`config.mk`:
```
export PLATFORM = sky130hd
export DESIGN_NAME = prog_loader
export DESIGN_NICKNAME = d
export VERILOG_FILES = /design/src/rtl/loader_pkg.sv /design/src/rtl/word_packer.sv /design/src/rtl/prog_loader.sv
export SDC_FILE = /design/constraint.sdc
export NUM_CORES = 1
export LEC_CHECK = 0
export ABC_AREA = 0
export BUFFER_PORTS_ARGS = -buffer_cell sky130_fd_sc_hd__buf_4
export CORE_MARGIN = 8
export CORE_UTILIZATION = 50
export DETAILED_ROUTE_END_ITERATION = 8
export PLACE_DENSITY_LB_ADDON = 0.12
export SYNTH_ARGS = -nofsm -noshare
export SYNTH_HDL_FRONTEND = slang
export SYNTH_HIERARCHICAL = 1
export SYNTH_SLANG_ARGS = --single-unit
```
`constraint.sdc`:
```
create_clock -name clk -period 4.03 [get_ports clk]
set_input_delay 0.806 -clock clk [delete_from_list [all_inputs] [get_ports clk]]
set_output_delay 0.806 -clock clk [all_outputs]
set_load 0.02 [all_outputs]
```
`src/rtl/loader_pkg.sv`:
```
// rtl/loader_pkg.sv - shared constants for the boot program loader
//
// Purpose: FSM state encoding and field widths used by prog_loader and
//          word_packer.
// Contents:
//   ST_*    3-bit FSM state constants
//   LEN_W   width of the word-count header field (bits)
//   CSUM_W  width of the trailing checksum byte (bits)
package loader_pkg;

  localparam logic [2:0] ST_IDLE   = 3'd0;
  localparam logic [2:0] ST_LEN_HI = 3'd1;
  localparam logic [2:0] ST_LEN_LO = 3'd2;
  localparam logic [2:0] ST_DATA   = 3'd3;
  localparam logic [2:0] ST_CHECK  = 3'd4;
  localparam logic [2:0] ST_DONE   = 3'd5;
  localparam logic [2:0] ST_ERROR  = 3'd6;

  localparam int LEN_W  = 16;
  localparam int CSUM_W = 8;

endpackage

```
`src/rtl/word_packer.sv`:
```
// rtl/word_packer.sv - 8-bit to 32-bit big-endian word packer
//
// Purpose: shifts accepted bytes into a 32-bit word, MSB first, and flags
//          the cycle after the 4th byte with a one-cycle word_valid.
// Ports:
//   clk, rst     clock, asynchronous active-low reset
//   clr          synchronous clear of byte counter and word register
//   byte_valid   a byte is accepted this cycle
//   byte_data    the accepted byte
//   word_valid   one-cycle strobe, word_data holds a complete word
//   word_data    packed word (stable while word_valid is high)
//   byte_cnt     bytes already shifted into the current word (0..3)
module word_packer (
  input  logic        clk,
  input  logic        rst,
  input  logic        clr,
  input  logic        byte_valid,
  input  logic [7:0]  byte_data,
  output logic        word_valid,
  output logic [31:0] word_data,
  output logic [1:0]  byte_cnt
);

  logic [1:0]  cnt_q, cnt_d;
  logic [31:0] word_q, word_d;
  logic        valid_q, valid_d;

  always_comb begin
    cnt_d   = cnt_q;
    word_d  = word_q;
    valid_d = 1'b0;
    if (clr) begin
      cnt_d  = 2'd0;
      word_d = 32'd0;
    end else if (byte_valid) begin
      word_d  = {word_q[23:0], byte_data};
      cnt_d   = cnt_q + 2'd1;
      valid_d = (cnt_q == 2'd3);
    end
  end

  always_ff @(posedge clk or negedge rst) begin
    if (!rst) begin
      cnt_q   <= 2'd0;
      word_q  <= 32'd0;
      valid_q <= 1'b0;
    end else begin
      cnt_q   <= cnt_d;
      word_q  <= word_d;
      valid_q <= valid_d;
    end
  end

  assign word_valid = valid_q;
  assign word_data  = word_q;
  assign byte_cnt   = cnt_q;

endmodule

```
`src/rtl/prog_loader.sv`:
```
// rtl/prog_loader.sv - boot-time program loader into instruction memory
//
// Purpose: accepts a byte stream (16-bit word count N, 4N payload bytes,
//          XOR checksum byte), writes the packed words to imem from word 0
//          and releases the core only after the checksum verifies.
// Ports:
//   clk, rst                      clock, asynchronous active-low reset
//   start                         begin a load (only in IDLE/DONE/ERROR)
//   in_valid, in_data, in_ready   byte stream handshake
//   imem_we, imem_addr, imem_wdata  instruction-memory write port
//   core_hold                     core reset, low only in DONE
//   done, error                   load outcome
module prog_loader
  import loader_pkg::*;
#(
  parameter int ADDR_W = 7
) (
  input  logic              clk,
  input  logic              rst,
  input  logic              start,
  input  logic              in_valid,
  input  logic [7:0]        in_data,
  output logic              in_ready,
  output logic              imem_we,
  output logic [ADDR_W-1:0] imem_addr,
  output logic [31:0]       imem_wdata,
  output logic              core_hold,
  output logic              done,
  output logic              error
);

  localparam int unsigned       MAX_WORDS = 1 << ADDR_W;
  localparam logic [ADDR_W-1:0] ADDR_ONE  = ADDR_W'(1);
  localparam logic [ADDR_W:0]   CNT_ONE   = (ADDR_W + 1)'(1);

  logic [2:0]        state_q, state_d;
  logic [7:0]        len_hi_q, len_hi_d;
  logic [ADDR_W:0]   target_q, target_d;
  logic [ADDR_W:0]   word_cnt_q, word_cnt_d;
  logic [ADDR_W-1:0] addr_q, addr_d;
  logic [CSUM_W-1:0] csum_q, csum_d;

  logic              xfer;
  logic              pk_clr;
  logic              pk_byte_valid;
  logic              pk_word_valid;
  logic [31:0]       pk_word_data;
  logic [1:0]        pk_byte_cnt;
  logic [LEN_W-1:0]  len_word;

  assign in_ready = (state_q == ST_LEN_HI) || (state_q == ST_LEN_LO) ||
                    (state_q == ST_DATA)   || (state_q == ST_CHECK);
  assign xfer          = in_valid && in_ready;
  assign pk_byte_valid = xfer && (state_q == ST_DATA);
  assign len_word      = {len_hi_q, in_data};

  always_comb begin
    state_d    = state_q;
    len_hi_d   = len_hi_q;
    target_d   = target_q;
    word_cnt_d = word_cnt_q;
    addr_d     = addr_q;
    csum_d     = csum_q;
    pk_clr     = 1'b0;

    // The final write leaves the address on the last word rather than
    // stepping past the top of memory.
    if (pk_word_valid && (word_cnt_q != target_q)) begin
      addr_d = addr_q + ADDR_ONE;
    end

    case (state_q)
      ST_IDLE, ST_DONE, ST_ERROR: begin
        if (start) begin
          state_d    = ST_LEN_HI;
          addr_d     = '0;
          word_cnt_d = '0;
          csum_d     = '0;
          pk_clr     = 1'b1;
        end
      end
      ST_LEN_HI: begin
        if (xfer) begin
          len_hi_d = in_data;
          state_d  = ST_LEN_LO;
        end
      end
      ST_LEN_LO: begin
        if (xfer) begin
          target_d = len_word[ADDR_W:0];
          if ((len_word == '0) || (32'(len_word) > MAX_WORDS)) begin
            state_d = ST_ERROR;
          end else begin
            state_d = ST_DATA;
          end
        end
      end
      ST_DATA: begin
        if (xfer) begin
          csum_d = csum_q ^ in_data;
          if (pk_byte_cnt == 2'd3) begin
            word_cnt_d = word_cnt_q + CNT_ONE;
            if ((word_cnt_q + CNT_ONE) == target_q) begin
              state_d = ST_CHECK;
            end
          end
        end
      end
      ST_CHECK: begin
        if (xfer) begin
          state_d = (in_data == csum_q) ? ST_DONE : ST_ERROR;
        end
      end
      default: state_d = ST_IDLE;
    endcase
  end

  always_ff @(posedge clk or negedge rst) begin
    if (!rst) begin
      state_q    <= ST_IDLE;
      len_hi_q   <= '0;
      target_q   <= '0;
      word_cnt_q <= '0;
      addr_q     <= '0;
      csum_q     <= '0;
    end else begin
      state_q    <= state_d;
      len_hi_q   <= len_hi_d;
      target_q   <= target_d;
      word_cnt_q <= word_cnt_d;
      addr_q     <= addr_d;
      csum_q     <= csum_d;
    end
  end

  word_packer u_word_packer (
    .clk        (clk),
    .rst        (rst),
    .clr        (pk_clr),
    .byte_valid (pk_byte_valid),
    .byte_data  (in_data),
    .word_valid (pk_word_valid),
    .word_data  (pk_word_data),
    .byte_cnt   (pk_byte_cnt)
  );

  assign imem_we    = pk_word_valid;
  assign imem_addr  = addr_q;
  assign imem_wdata = pk_word_data;
  assign core_hold  = (state_q != ST_DONE);
  assign done       = (state_q == ST_DONE);
  assign error      = (state_q == ST_ERROR);

endmodule

```
; ---- After elaboration in Yosys (flattened, before gate mapping)
; Cells that the tools add are included.
[word_totals]
output_inout_bits = 44
regBits = 77
[classes]
mux = 27
add_sub_neg = 3
n_lt_le_gt_ge = 1
n_reduce_logical = 17
n_eq_ne = 18
bitwise = 1
[op_table]
columns = operator, n
row1 = 32-bit two-way mux, 2
row2 = 8-bit two-way mux, 4
row3 = 8-bit case mux with 2 select lines, 2
row4 = 3-bit two-way mux, 8
row5 = 7-bit two-way mux, 3
row6 = 8-bit equality test, 2
row7 = 16-bit by 8-bit greater-than comparator with 1-bit output (second input constant), 1
row8 = 16-bit logical NOT, 1
row9 = 3-bit case mux with 5 select lines, 1
row10 = 2-bit inequality test (second input constant), 5
row11 = 3-bit equality test (second input constant), 3
row12 = 8-bit by 1-bit adder with 8-bit output (second input constant), 1
row13 = 8-bit inequality test, 1
row14 = 8-bit XOR, 1
row15 = 7-bit by 1-bit adder with 7-bit output (second input constant), 1
row16 = 7-bit AND reduction, 1
row17 = 3-bit by 2-bit equality test with 1-bit output (second input constant), 2
row18 = 2-bit two-way mux, 3
row19 = 1-bit logical OR, 4
row20 = 1-bit two-way mux, 4
row21 = 2-bit by 1-bit inequality test with 1-bit output (second input constant), 2
row22 = 2-bit AND reduction, 2
row23 = 4-bit AND reduction, 1
row24 = 2-bit nonzero test, 2
row25 = 8 further kinds, 10

; ---- Depth between registers and ports, before layout
[logic_depth]
word_depth = 8
depth_mapped = 8
depth_no_buf = 7

; ---- Hierarchy
; Netlist, hierarchy kept.
[modules_own_cells]
columns = mod, cells_each, seq_area_each_um2, n_inst, area_each_um2
row1 = prog_loader, 249, 1051.0, 1, 2406.1
row2 = word_packer, 114, 875.8, 1, 1456.4

; ---- Worst setup path before layout
; Ideal clock, no wire load.
[synth_timing]
kind = input to register
from = in in_data[3]
to = reg state_q[2]
required_time_ns = 3.904
arrival_time_ns = 2.072
stages = 6
slack_ns = 1.832
n_path_buf = 0
setup_time_ns = 0.126
cell_sequence = or4_1 > nor4_2 > xor2_1 > o211ai_1 > nor2_1 > a221o_1
[synth_via]
elab_chain_len = 5
[synth_rtl]
columns = element, line_no
row1 = from (decl), prog_loader.sv:22  ; input logic [7:0] in_data,
row2 = 16-bit by 8-bit greater-than comparator with 1-bit output / 16-bit logical NOT (equally long branches), prog_loader.sv:91  ; if ((len_word == '0) || (32'(len_word) > MAX_WORDS)) begin
row3 = 1-bit logical OR (*), prog_loader.sv:91
row4 = 3-bit two-way mux (*), prog_loader.sv:91
row5 = 3-bit two-way mux (*), prog_loader.sv:89  ; if (xfer) begin
row6 = 3-bit case mux with 5 select lines (*), prog_loader.sv:72  ; case (state_q)
row7 = to (signal assigned), prog_loader.sv:127  ; state_q <= state_d;
row8 = to (decl), prog_loader.sv:36  ; logic [2:0] state_q, state_d;
; Mark *: on every way between the ends. The rest lies on a longest branch, timed or not. The select of a mux whose other input is x is not followed.
; A chain may end at the register's enable or synchronous reset.

; ---- Final worst setup path
[layout_timing]
from = reg state_q[1]
to = reg word_cnt_q[4]
[layout_via]
elab_chain_len = 7
[layout_rtl]
columns = element, line_no
row1 = 3-bit by 1-bit equality test with 1-bit output / 3-bit by 2-bit equality test with 1-bit output (equally long branches), prog_loader.sv:51  ; assign in_ready = (state_q == ST_LEN_HI) || (state_q == ST_LEN_LO) ||
row2 = 1-bit logical OR (2 in a row), prog_loader.sv:51
row3 = 1-bit logical OR, prog_loader.sv:52  ; (state_q == ST_DATA) || (state_q == ST_CHECK);
row4 = 1-bit logical AND, prog_loader.sv:53  ; assign xfer = in_valid && in_ready;
row5 = 2-bit inequality test (no line), n/a
row6 = 4-bit AND reduction (no line), n/a
row7 = to (signal assigned), prog_loader.sv:130  ; word_cnt_q <= word_cnt_d;
row8 = to (decl), prog_loader.sv:39  ; logic [ADDR_W:0] word_cnt_q, word_cnt_d;
; Several ways; a longest one is shown, not always the timed one.

==> flow_summary.yaml <==
setup_path:
  crit_path_end_kind: "register"
  crit_family: "simple AND/OR/NAND/NOR gates"
  crit_type: "register to register"
  slowest_stage: "dfrtp_1"
  cp_max_fo: 22
  endpoint: "word_cnt_q[4]$_DFFE_PN0P_"
  r2r-end: "word_cnt_q[4]$_DFFE_PN0P_"
  arrival_ns: 2.81
  worstPathRequired_ns: 4.26
  r2r_slack_ns: 1.45
  slowest_delay_ns: 0.65
  crit_chain: "nand3b_1 > nor2_4 > buf_4 > nand3_2 > nor2b_1 > o21ai_0 > o31ai_1"
  timing.rr.start: "state_q[1]$_DFFE_PN0P_"
  critPathLaunch: "state_q[1]$_DFFE_PN0P_"
  worst_r2r_path_depth: 7
  crit_buf_inv: 1
  crit_path_start_kind: "register"
  critical_path_depth: 7
floorplan:
  fp-row-count: 32
  core_area_um2: 7610
  start_util_pct: 50.8
  die-height_um: 104
  dieArea_um2: 10800
  dieWidth_um: 104
  io_pins: 56
synthesis:
  synth_async_sr_flop_share_pct: 100
  synth_area_leader_cell: "dfrtp_1"
  synthAdderAreaFrac_pct: 0.972
  synth_compound_area_share_pct: 8.75
  synth_edf_count: 0
  synth.avg_cell_area_um2: 10.6
  synthXorXnorAreaFrac_pct: 7.48
  synthTopCellsByArea: "dfrtp_1, mux2i_1, nor2_1"
  syn_nets: 378
  yosys_warnings: 6
  synth_top_family_by_area: "simple AND/OR/NAND/NOR gates"
  yosys.area_share.simple_pct: 14.9
  synth.distinct_cells: 47
  synthMuxAreaShare_pct: 13.4
  synthTopCellsByCount: "dfrtp_1, nor2_1, mux2i_1"
  ys.flop_type: "dfrtp_1"
  syn_area_um2: 3860
  synth_top_area_share_pct: 49.9
  yosysMostFrequentCell: "dfrtp_1"
  yosys_register_bits: 77
  syn_inst: 363
  synth_seq_area_share_pct: 49.9
job:
  cap_violations: 0
final_layout:
  drive_above_1_share_pct: 24.6
  fin_util_pct: 58.7
  syn_to_final_growth_pct: 15.5
  nets: 426
  diodes: 0
  final_cell_area_um2: 4460
timing:
  final.min_clock_period_ns: 2.58
  finalHoldViolations: 0
  worst_slack_ns: 1.45
  period_share_pct: 64.1
  worst_pin_slew_ns: 0.965
  clock.fmax_mhz: 387
  setup-violations-final: 0
  slew_violations: 0
  holdWs_ns: 0.507
  grt_setup_unrepaired: "false"
  finClkSkew_ns: 0.00909
  setup_tns_ns: 0
  slew_headroom_pct: 35.6
clock_tree:
  post_cts_buffers: 0
  ctsResizeCount: 0
  cts_tree: "done"
  clk_latency_ns: 0.35
  cts_made_buffers: 9
  ctsHoldBuffers: 0
  clkTransAtPathRegs_ns: 0.08
  htree_levels: 3
  cts.sinks: 77
  clock_path_buffers: 2
  root_buffer: "clkbuf_8"
global_routing:
  overflow: 0
  grt_max_degree: 78
  grt_pass1_wl_um: 14200
  grt_pass1_vias: 2790
  grt_usage_pct: 16.0
  antenna_found_initial: 0
hold_path:
  hold_class: "register to register"
place:
  place_area_um2: 4290
  dp_hpwl_um: 5740
  pre_cts_ws_ns: 1.49
  portBuffers: 55
  gp_congestion: 0.862
detailed_routing:
  drcViolationCount: 0
  drt_iter0_markers: 119
  ant_nets: 0
  drt_pass1_iterations: 4
  drt-total-wl_um: 8450
  vias_per_cell: 5.37
  wire_per_inst_um: 16.3
  vias: 2776
power:
  powerDensity_nw_per_um2: 707
  p_leak_nw: 2.02
  ir_worst_vdd_mv: 0.369
outcome:
  outcome: "completed"
[kinds of logic (layout without fill, tap and decap cells)]
kind of cell	count (synthesis)	in the layout
xor+xnor	33	33
simple gates	120	120
fa+ha+maj	3	3
buf+inv	28	80
mux	50	50
compound gates	52	52
flops	77	77
[cell usage in the layout (no fill, tap or decap), drive strengths merged, types with 2 or more instances in the layout]
master    synthesis  routed
ha                3       3
xor2             10      10
inv               7       8
nand3b            2       2
o31ai             3       3
o21ai            27      27
and3              5       5
clkbuf            6      10
nor2             61      61
xnor2            23      23
nand3             5       5
dfrtp            77      77
o211ai            3       3
or3               2       2
a211oi            2       2
nor2b             4       4
mux2             15      15
nand2            19      19
mux2i            35      35
nor4              3       3
buf              15      58
nor3              3       3
a21oi             6       6
nand4            11      11
clkinvlp          0       3
a31oi             3       3
[layer usage]
metal	vias to the layer above	track usage (%)	part of all wire, %
met2	67	24.2	47
met1	1352	21.2	47
met5	-	0	0
met3	10	4.52	5.3
li1	1347	-	-
met4	0	6.00	1.1
[where the power goes]
part           switching (mW)  total (mW)  leakage, nW  internal [mW]
clock                   0.289       0.527       0.0808          0.238
sequential              0.288        1.33         1.01           1.04
combinational           0.709        1.30        0.922          0.589
total                    1.29        3.15         2.02           1.87
[state kept, by name, indices dropped and copies added, names as in the netlist]
name                      cells
word_cnt_q                    8
imem_addr                     7
state_q                       3
u_word_packer/byte_cnt        2
len_hi_q                      8
u_word_packer/word_valid      1
target_q                      8
u_word_packer/word_data      32
csum_q                        8
[final cells by class]
cell class              count  area, um2
clock buffers              10        138
clock inverters             5       36.3
inverters                   7       26.3
fillers                   675       3150
repair buffers             58        435
multi-input cells         258       1770
well taps                 102        128
flip-flops and latches     77       1930
[stage by stage]
step / cells / power [mW]
4_1_cts: 517 / 3.20
6_report: 517 / 3.15
5_1_grt: 517 / 3.38
3_3_place_gp: 502 / 2.63
3_5_place_dp: 502 / 2.66
2_1_floorplan: 363 / 2.23
[how the worst min path moves through the flow]
stage                          startpoint                     to  slack, ns  depth (start not counted)
floorplan           csum_q[7]$_DFFE_PN0P_  csum_q[7]$_DFFE_PN0P_       0.47                          1
global placement    csum_q[3]$_DFFE_PN0P_  csum_q[3]$_DFFE_PN0P_       0.49                          1
CTS                 csum_q[3]$_DFFE_PN0P_  csum_q[3]$_DFFE_PN0P_       0.51                          1
detailed placement  csum_q[3]$_DFFE_PN0P_  csum_q[3]$_DFFE_PN0P_       0.49                          1
finish              csum_q[7]$_DFFE_PN0P_  csum_q[7]$_DFFE_PN0P_       0.51                          1
global route        csum_q[4]$_DFFE_PN0P_  csum_q[4]$_DFFE_PN0P_       0.53                          1
(Power assumes the default switching activity.)
